### config.mk
export PLATFORM = sky130hd
export DESIGN_NAME = scr1_pipe_wb_arb_flat
export DESIGN_NICKNAME = d
export VERILOG_FILES = /design/src/rtl/scr1_pipe_wb_arb_if.sv /design/src/rtl/scr1_pipe_wb_arb.sv /design/src/flat_wrapper.sv
export SDC_FILE = /design/constraint.sdc
export NUM_CORES = 1
export LEC_CHECK = 0
export ABC_AREA = 1
export CAP_MARGIN = 20
export CORE_MARGIN = 5
export CORE_UTILIZATION = 49
export CTS_CLUSTER_SIZE = 20
export DETAILED_ROUTE_END_ITERATION = 6
export HOLD_SLACK_MARGIN = 0.08
export PLACE_DENSITY = 0.79
export SLEW_MARGIN = 20
export SYNTH_ARGS = -nofsm -noshare
export SYNTH_HDL_FRONTEND = slang
export SYNTH_SLANG_ARGS = --single-unit
### constraint.sdc
create_clock -name clk -period 2.64 [get_ports clk]
set_clock_uncertainty 0.15 [all_clocks]
set_input_delay 0.396 -clock clk [delete_from_list [all_inputs] [get_ports clk]]
set_output_delay 0.396 -clock clk [all_outputs]
set_load 0.1 [all_outputs]
### src/rtl/scr1_pipe_wb_arb_if.sv
`default_nettype none
// +--------------------------------------------------------------------------+
// | scr1_pipe_wb_arb_if : EXU/LSU/MPRF-side bundle of the write-back arbiter |
// | Rev 1.0                                                                  |
// +--------------------------------------------------------------------------+
interface scr1_pipe_wb_arb_if #(
    parameter int XLEN   = 32,
    parameter int ADDR_W = 5
);
    logic              exu_wb_req;
    logic [ADDR_W-1:0] exu_wb_addr;
    logic [XLEN-1:0]   exu_wb_data;
    logic              ld_issue;
    logic [ADDR_W-1:0] ld_issue_addr;
    logic              ld_issue_rdy;
    logic              ld_ret_vld;
    logic [XLEN-1:0]   ld_ret_data;
    logic              ld_ret_err;
    logic [ADDR_W-1:0] hzd_rs1_addr;
    logic [ADDR_W-1:0] hzd_rs2_addr;
    logic [ADDR_W-1:0] hzd_rd_addr;
    logic              hzd_rs1;
    logic              hzd_rs2;
    logic              hzd_rd;
    logic              mprf_w_req;
    logic [ADDR_W-1:0] mprf_rd_addr;
    logic [XLEN-1:0]   mprf_rd_data;

    modport master (
        output exu_wb_req, exu_wb_addr, exu_wb_data,
        output ld_issue, ld_issue_addr, ld_ret_vld, ld_ret_data, ld_ret_err,
        output hzd_rs1_addr, hzd_rs2_addr, hzd_rd_addr,
        input  ld_issue_rdy, hzd_rs1, hzd_rs2, hzd_rd,
        input  mprf_w_req, mprf_rd_addr, mprf_rd_data
    );

    modport slave (
        input  exu_wb_req, exu_wb_addr, exu_wb_data,
        input  ld_issue, ld_issue_addr, ld_ret_vld, ld_ret_data, ld_ret_err,
        input  hzd_rs1_addr, hzd_rs2_addr, hzd_rd_addr,
        output ld_issue_rdy, hzd_rs1, hzd_rs2, hzd_rd,
        output mprf_w_req, mprf_rd_addr, mprf_rd_data
    );
endinterface
`default_nettype wire

### src/rtl/scr1_pipe_wb_arb.sv
`default_nettype none
// +--------------------------------------------------------------------------+
// | scr1_pipe_wb_arb : MPRF write-back arbiter with in-order load scoreboard |
// | Rev 1.0                                                                  |
// +--------------------------------------------------------------------------+
module scr1_pipe_wb_arb #(
    parameter int XLEN     = 32,
    parameter int ADDR_W   = 5,
    parameter int LD_DEPTH = 2
) (
    input  wire logic          clk,
    input  wire logic          rst_n,
    scr1_pipe_wb_arb_if.slave  wb_if
);
    localparam int                PTR_W    = (LD_DEPTH > 1) ? $clog2(LD_DEPTH) : 1;
    localparam int                CNT_W    = $clog2(LD_DEPTH + 1);
    localparam logic [PTR_W-1:0]  PTR_LAST = PTR_W'(LD_DEPTH - 1);

    logic [LD_DEPTH-1:0] valid_q;
    logic [LD_DEPTH-1:0] filled_q;
    logic [LD_DEPTH-1:0] err_q;
    logic [ADDR_W-1:0]   addr_q [LD_DEPTH];
    logic [XLEN-1:0]     data_q [LD_DEPTH];
    logic [PTR_W-1:0]    alloc_q, fill_q, retire_q;
    logic [CNT_W-1:0]    count_q, count_d;

    logic              w_alloc, w_fill_ok, w_fill, w_ret_head;
    logic              w_head_vld, w_head_filled, w_head_err, w_head_nowr;
    logic              w_retire, w_head_wr;
    logic [ADDR_W-1:0] w_head_addr;
    logic [XLEN-1:0]   w_head_data;

    function automatic logic [PTR_W-1:0] ptr_inc(input logic [PTR_W-1:0] p);
        return (p == PTR_LAST) ? '0 : p + PTR_W'(1);
    endfunction

    // Credit comes from the registered count only, so a same-cycle retire never frees a slot early.
    assign wb_if.ld_issue_rdy = (count_q < CNT_W'(LD_DEPTH));
    assign w_alloc   = wb_if.ld_issue & wb_if.ld_issue_rdy;
    assign w_fill_ok = valid_q[fill_q] & ~filled_q[fill_q];
    assign w_fill    = wb_if.ld_ret_vld & w_fill_ok;

    // A return landing on the unfilled head is visible to the retire path in the same cycle.
    assign w_ret_head    = w_fill & (fill_q == retire_q);
    assign w_head_vld    = valid_q[retire_q];
    assign w_head_addr   = addr_q[retire_q];
    assign w_head_filled = filled_q[retire_q] | w_ret_head;
    assign w_head_err    = filled_q[retire_q] ? err_q[retire_q]  : wb_if.ld_ret_err;
    assign w_head_data   = filled_q[retire_q] ? data_q[retire_q] : wb_if.ld_ret_data;
    assign w_head_nowr   = w_head_err | (w_head_addr == '0);
    assign w_retire      = w_head_vld & w_head_filled & (w_head_nowr | ~wb_if.exu_wb_req);
    assign w_head_wr     = w_retire & ~w_head_nowr;

    assign count_d = count_q + CNT_W'(w_alloc) - CNT_W'(w_retire);

    always_comb begin
        wb_if.mprf_w_req   = 1'b0;
        wb_if.mprf_rd_addr = '0;
        wb_if.mprf_rd_data = '0;
        if (wb_if.exu_wb_req) begin
            wb_if.mprf_w_req   = 1'b1;
            wb_if.mprf_rd_addr = wb_if.exu_wb_addr;
            wb_if.mprf_rd_data = wb_if.exu_wb_data;
        end else if (w_head_wr) begin
            wb_if.mprf_w_req   = 1'b1;
            wb_if.mprf_rd_addr = w_head_addr;
            wb_if.mprf_rd_data = w_head_data;
        end
    end

    always_comb begin
        wb_if.hzd_rs1 = 1'b0;
        wb_if.hzd_rs2 = 1'b0;
        wb_if.hzd_rd  = 1'b0;
        for (int i = 0; i < LD_DEPTH; i++) begin
            if (valid_q[i]) begin
                if (addr_q[i] == wb_if.hzd_rs1_addr) wb_if.hzd_rs1 = 1'b1;
                if (addr_q[i] == wb_if.hzd_rs2_addr) wb_if.hzd_rs2 = 1'b1;
                if (addr_q[i] == wb_if.hzd_rd_addr)  wb_if.hzd_rd  = 1'b1;
            end
        end
        wb_if.hzd_rs1 = wb_if.hzd_rs1 & (wb_if.hzd_rs1_addr != '0);
        wb_if.hzd_rs2 = wb_if.hzd_rs2 & (wb_if.hzd_rs2_addr != '0);
        wb_if.hzd_rd  = wb_if.hzd_rd  & (wb_if.hzd_rd_addr  != '0);
    end

    always_ff @(posedge clk or negedge rst_n) begin
        if (!rst_n) begin
            valid_q  <= '0;
            filled_q <= '0;
            err_q    <= '0;
            alloc_q  <= '0;
            fill_q   <= '0;
            retire_q <= '0;
            count_q  <= '0;
            for (int i = 0; i < LD_DEPTH; i++) begin
                addr_q[i] <= '0;
                data_q[i] <= '0;
            end
        end else begin
            if (w_alloc) begin
                valid_q[alloc_q]  <= 1'b1;
                filled_q[alloc_q] <= 1'b0;
                err_q[alloc_q]    <= 1'b0;
                addr_q[alloc_q]   <= wb_if.ld_issue_addr;
                alloc_q           <= ptr_inc(alloc_q);
            end
            if (w_fill) begin
                filled_q[fill_q] <= 1'b1;
                err_q[fill_q]    <= wb_if.ld_ret_err;
                data_q[fill_q]   <= wb_if.ld_ret_data;
                fill_q           <= ptr_inc(fill_q);
            end
            // Retire last: a bypassed return must leave its slot empty, not filled.
            if (w_retire) begin
                valid_q[retire_q]  <= 1'b0;
                filled_q[retire_q] <= 1'b0;
                retire_q           <= ptr_inc(retire_q);
            end
            count_q <= count_d;
        end
    end

`ifndef SYNTHESIS
    a_wr_no_x: assert property (@(posedge clk) disable iff (!rst_n)
        wb_if.mprf_w_req |-> !$isunknown({wb_if.mprf_rd_addr, wb_if.mprf_rd_data}));
    a_issue_rdy: assert property (@(posedge clk) disable iff (!rst_n)
        !(wb_if.ld_issue && !wb_if.ld_issue_rdy));
    a_exu_waw: assert property (@(posedge clk) disable iff (!rst_n)
        (wb_if.exu_wb_req && (wb_if.exu_wb_addr == wb_if.hzd_rd_addr)) |-> !wb_if.hzd_rd);
    a_ret_has_entry: assert property (@(posedge clk) disable iff (!rst_n)
        wb_if.ld_ret_vld |-> w_fill_ok)
        else $warning("scr1_pipe_wb_arb: load return with no outstanding entry dropped");
`endif

endmodule
`default_nettype wire

### src/flat_wrapper.sv
// flat-port wrapper written by rule: the top's interface ports become plain ports
module scr1_pipe_wb_arb_flat 
#(
    parameter int XLEN     = 32,
    parameter int ADDR_W   = 5,
    parameter int LD_DEPTH = 2
)
  (clk, rst_n, wb_if_exu_wb_req, wb_if_exu_wb_addr, wb_if_exu_wb_data, wb_if_ld_issue, wb_if_ld_issue_addr, wb_if_ld_ret_vld, wb_if_ld_ret_data, wb_if_ld_ret_err, wb_if_hzd_rs1_addr, wb_if_hzd_rs2_addr, wb_if_hzd_rd_addr, wb_if_ld_issue_rdy, wb_if_hzd_rs1, wb_if_hzd_rs2, wb_if_hzd_rd, wb_if_mprf_w_req, wb_if_mprf_rd_addr, wb_if_mprf_rd_data);
  scr1_pipe_wb_arb_if #(.XLEN(XLEN), .ADDR_W(ADDR_W)) wb_if_i ();
  input  wire logic clk;
  input  wire logic rst_n;
  input wire logic [$bits(wb_if_i.exu_wb_req)-1:0] wb_if_exu_wb_req;
  input wire logic [$bits(wb_if_i.exu_wb_addr)-1:0] wb_if_exu_wb_addr;
  input wire logic [$bits(wb_if_i.exu_wb_data)-1:0] wb_if_exu_wb_data;
  input wire logic [$bits(wb_if_i.ld_issue)-1:0] wb_if_ld_issue;
  input wire logic [$bits(wb_if_i.ld_issue_addr)-1:0] wb_if_ld_issue_addr;
  input wire logic [$bits(wb_if_i.ld_ret_vld)-1:0] wb_if_ld_ret_vld;
  input wire logic [$bits(wb_if_i.ld_ret_data)-1:0] wb_if_ld_ret_data;
  input wire logic [$bits(wb_if_i.ld_ret_err)-1:0] wb_if_ld_ret_err;
  input wire logic [$bits(wb_if_i.hzd_rs1_addr)-1:0] wb_if_hzd_rs1_addr;
  input wire logic [$bits(wb_if_i.hzd_rs2_addr)-1:0] wb_if_hzd_rs2_addr;
  input wire logic [$bits(wb_if_i.hzd_rd_addr)-1:0] wb_if_hzd_rd_addr;
  output wire logic [$bits(wb_if_i.ld_issue_rdy)-1:0] wb_if_ld_issue_rdy;
  output wire logic [$bits(wb_if_i.hzd_rs1)-1:0] wb_if_hzd_rs1;
  output wire logic [$bits(wb_if_i.hzd_rs2)-1:0] wb_if_hzd_rs2;
  output wire logic [$bits(wb_if_i.hzd_rd)-1:0] wb_if_hzd_rd;
  output wire logic [$bits(wb_if_i.mprf_w_req)-1:0] wb_if_mprf_w_req;
  output wire logic [$bits(wb_if_i.mprf_rd_addr)-1:0] wb_if_mprf_rd_addr;
  output wire logic [$bits(wb_if_i.mprf_rd_data)-1:0] wb_if_mprf_rd_data;
  assign wb_if_i.exu_wb_req = wb_if_exu_wb_req;
  assign wb_if_i.exu_wb_addr = wb_if_exu_wb_addr;
  assign wb_if_i.exu_wb_data = wb_if_exu_wb_data;
  assign wb_if_i.ld_issue = wb_if_ld_issue;
  assign wb_if_i.ld_issue_addr = wb_if_ld_issue_addr;
  assign wb_if_i.ld_ret_vld = wb_if_ld_ret_vld;
  assign wb_if_i.ld_ret_data = wb_if_ld_ret_data;
  assign wb_if_i.ld_ret_err = wb_if_ld_ret_err;
  assign wb_if_i.hzd_rs1_addr = wb_if_hzd_rs1_addr;
  assign wb_if_i.hzd_rs2_addr = wb_if_hzd_rs2_addr;
  assign wb_if_i.hzd_rd_addr = wb_if_hzd_rd_addr;
  assign wb_if_ld_issue_rdy = wb_if_i.ld_issue_rdy;
  assign wb_if_hzd_rs1 = wb_if_i.hzd_rs1;
  assign wb_if_hzd_rs2 = wb_if_i.hzd_rs2;
  assign wb_if_hzd_rd = wb_if_i.hzd_rd;
  assign wb_if_mprf_w_req = wb_if_i.mprf_w_req;
  assign wb_if_mprf_rd_addr = wb_if_i.mprf_rd_addr;
  assign wb_if_mprf_rd_data = wb_if_i.mprf_rd_data;
  scr1_pipe_wb_arb #(.XLEN(XLEN), .ADDR_W(ADDR_W), .LD_DEPTH(LD_DEPTH)) u_core (.clk(clk), .rst_n(rst_n), .wb_if(wb_if_i));
endmodule
==> impl_metrics.env <==
export IMPL_status="finished with violations"
export IMPL_violations="negative setup slack"
export IMPL_final_antenna_net_count=0
export IMPL_slew_headroom_pct=60.4
export IMPL_port_buffers=136
export IMPL_rsz0062_at_grt="true"
export IMPL_antenna_found_initial=0
export IMPL_synth_distinct_cells=31
export IMPL_clk_pin_slew_ns=0.09
export IMPL_hold_path_class="register to register"
export IMPL_diodes=0
export IMPL_regArea_sq_um=2130
export IMPL_wirelength_um=16000
export IMPL_grt_overflow=0
export IMPL_synth_async_reset_ratio_pct=100
export IMPL_critPathKind="register to primary output"
export IMPL_initial_core_util_pct=50.1
export IMPL_grt_pass1_vias=5416
export IMPL_tightest_slew_ns=0.594
export IMPL_die_y_um=113
export IMPL_root_buffer="clkbuf_8"
export IMPL_internal_power_mw=4.34
export IMPL_tns_ns=-1.89
export IMPL_period_share_pct=104
export IMPL_cts_buffers=9
export IMPL_drive_above_1_share_pct=16.2
export IMPL_clock_fmax_ghz=0.364
export IMPL_cts_tree="built"
export IMPL_fp_row_count=37
export IMPL_dp_hpwl_um=11100
export IMPL_coreArea_sq_um=10300
export IMPL_gp_congestion=0.926
export IMPL_p_clk_share_pct=9.7
export IMPL_die_width_um=113
export IMPL_firstDrtPassIters=5
export IMPL_p_leak_nw=3.56
export IMPL_htreeDepth=3
export IMPL_drv_slew=0
export IMPL_final_cell_area_sq_um=7590
export IMPL_synth_seq_cells=85
export IMPL_drt_iter0_drc=473
export IMPL_cp_required_ns=2.09
export IMPL_synth_flop_cell="dfrtp_1"
export IMPL_cts_buffer_depth=2
export IMPL_seqPwrFrac_pct=26.9
export IMPL_fill_cells=766
export IMPL_crit_fanout=11
export IMPL_worstSetupStartpointType="register"
export IMPL_p_switching_mw=4.32
export IMPL_seq_area_frac_synth_pct=41.1
export IMPL_post_route_drc_count=0
export IMPL_avgSynthCellArea_sq_um=6.81
export IMPL_grt_first_pass_wirelength_um=25900
export IMPL_setup_viol=38
export IMPL_timing_hold_violations_final=0
export IMPL_die_area_sq_um=12700
export IMPL_vias_per_cell=5.42
export IMPL_ir_drop_v=0.000624
export IMPL_cap_violations=0
export IMPL_numClockSinks=85
export IMPL_cellPowerDensity_nw_per_um2=1140
export IMPL_swShare_pct=49.9
export IMPL_cp_end_kind="primary output"
export IMPL_synth_edf_count=0
export IMPL_grt_max_degree=53
export IMPL_area_growth_synth_to_final_pct=46.7
export IMPL_grtUsageTotal_pct=24.6
export IMPL_hold_ws_ns=0.346
export IMPL_crit_arrival_ns=2.20
export IMPL_synth_warnings=0
export IMPL_synthesis_area_sq_um=5180
export IMPL_pwr_share_comb_pct=63.4
export IMPL_finish_net_count=986
export IMPL_io_pins=137
export IMPL_setup_slack_ns=-0.104
export IMPL_wire_per_inst_um=15.5
export IMPL_clk_latency_ns=0.36
export IMPL_vias=5585
export IMPL_syn_nets=856
export IMPL_finalCriticalPeriod_ns=2.74
export IMPL_syn_inst=760
export IMPL_placed_area_sq_um=7120
export IMPL_multiInputGateArea_sq_um=2570
==> critical path, stage by stage, from the launching register on <==
cell and delay, ns:
dfrtp_2 0.47, bufbuf_16 0.28, mux2i_1 0.15, a21oi_4 0.20, buf_12 0.15, buf_12 0.13
nand4_1 0.14, nand2_2 0.12, buf_12 0.18
==> layout by cell type (no fill, tap or decap), types with 2 or more instances in the layout <==
cell type,count
nand2_1,216
o21ai_0,143
inv_1,101
clkdlybuf4s50_1,92
dfrtp_1,84
buf_12,50
nand4_1,38
nand2_2,34
nor2_1,20
o22ai_1,18
buf_4,18
nand3_1,11
clkbuf_8,9
a21oi_1,8
o21ai_1,6
nand3_2,4
nor2_2,3
xor2_1,3
nor3_1,3
clkinvlp_4,3
o21ai_2,2
nand2_4,2
inv_2,2
nor4_1,2
a22oi_2,2
inv_6,2
clkinv_2,2
buf_6,2
==> metal layers <==
layer	track usage [%]	routed length (um)	share of wire [%]
met5	0	0	0
met4	7.53	297	1.9
met3	5.83	1170	7.3
met2	41.6	8060	50
met1	31.4	6490	41
==> Yosys cell counts (3+ instances only) <==
library cell    n  area share [%]
nor2_1         22             1.6
a21oi_1         9            0.87
o21ai_1         6            0.58
o21ai_0       145              14
o22ai_1        18             2.2
inv_2           3            0.22
buf_2          23             2.2
nand2_1       251              18
nand3_1        14             1.4
nand4_1        38             4.6
xor2_1          3            0.51
clkbuf_1       19             1.4
inv_1         101             7.3
dfrtp_1        85              41
nor3_1          3            0.29
==> state kept, by name (all words and copies together), names as in the netlist <==
signal,cells
u_core.data_q,64
u_core.alloc_q,1
u_core.retire_q,1
u_core.count_q,2
u_core.addr_q,10
u_core.valid_q,2
u_core.filled_q,2
u_core.fill_q,1
u_core.err_q,2
==> power groups by stage <==
stage | logic (mW) | clock network (mW) | registers, mW
detailed placement | 4.88 | 0 | 2.34
global route | 5.94 | 0.912 | 2.40
global placement | 4.74 | 0 | 2.33
finish | 5.49 | 0.838 | 2.33
floorplan | 3.42 | 0 | 2.20
CTS | 5.32 | 0.860 | 2.32
==> area by class of cell <==
cell class,count,share of cell area [%]
Clock inverter,7,0.659
Timing Repair Buffer,166,28.3
Sequential cell,85,28.0
Multi-Input combinational cell,523,33.8
Tap cell,136,2.24
Clock buffer,9,1.63
Inverter,105,5.26
==> stage by stage <==
stage / power (mW) / instances / utilization, % / setup WS [ns]
CTS: 8.49 / 1029 / 72.8 / -0.106
floorplan: 5.62 / 760 / - / 0.116
global route: 9.25 / 1031 / 73.6 / -0.171
finish: 8.65 / 1031 / 73.6 / -0.104
detailed placement: 7.23 / 1004 / 69.0 / 0.0880
global placement: 7.07 / 1004 / 69.0 / 0.120
==> final timing paths <==
kind | cells past startpoint | slack [ns] | startpoint | endpoint
max in group asynchronous | 3 | 1.27 | rst_n | u_core.data_q[61]
min in group asynchronous | 2 | 0.42 | rst_n | u_core.data_q[60]
setup / recovery | 8 | -0.10 | u_core.retire_q | wb_if_mprf_rd_data[31]
setup reg to reg | 12 | 0.15 | u_core.retire_q | u_core.count_q[1]
hold / removal | 2 | 0.35 | u_core.data_q[36] | u_core.data_q[36]
hold reg to reg | 2 | 0.35 | u_core.data_q[36] | u_core.data_q[36]
==> repair_timing <==
action / CTS / global route
cloned: 2 / 1
hold buffers: 1 / 0
endpoints found under the setup margin: 38 / 39
endpoints found under the hold margin: 43 / 0
pin swaps: 4 / 20
buffers inserted: 6 / 3
resized for setup: 34 / 22
==> kinds of logic (layout without fill, tap and decap cells) <==
family / Yosys count / count (layout) / synth area share (%)
XOR/XNOR: 4 / 4 / 0.677
flip-flops: 85 / 85 / 41.1
adder cells (fa/ha/maj): 1 / 1 / 0.242
AND/OR/NAND/NOR: 335 / 335 / 27.0
buffers and inverters: 152 / 287 / 12.5
multiplexers: 1 / 1 / 0.193
AO/OA/AOI/OAI: 182 / 182 / 18.3
Power figures use the tool's default switching activity.
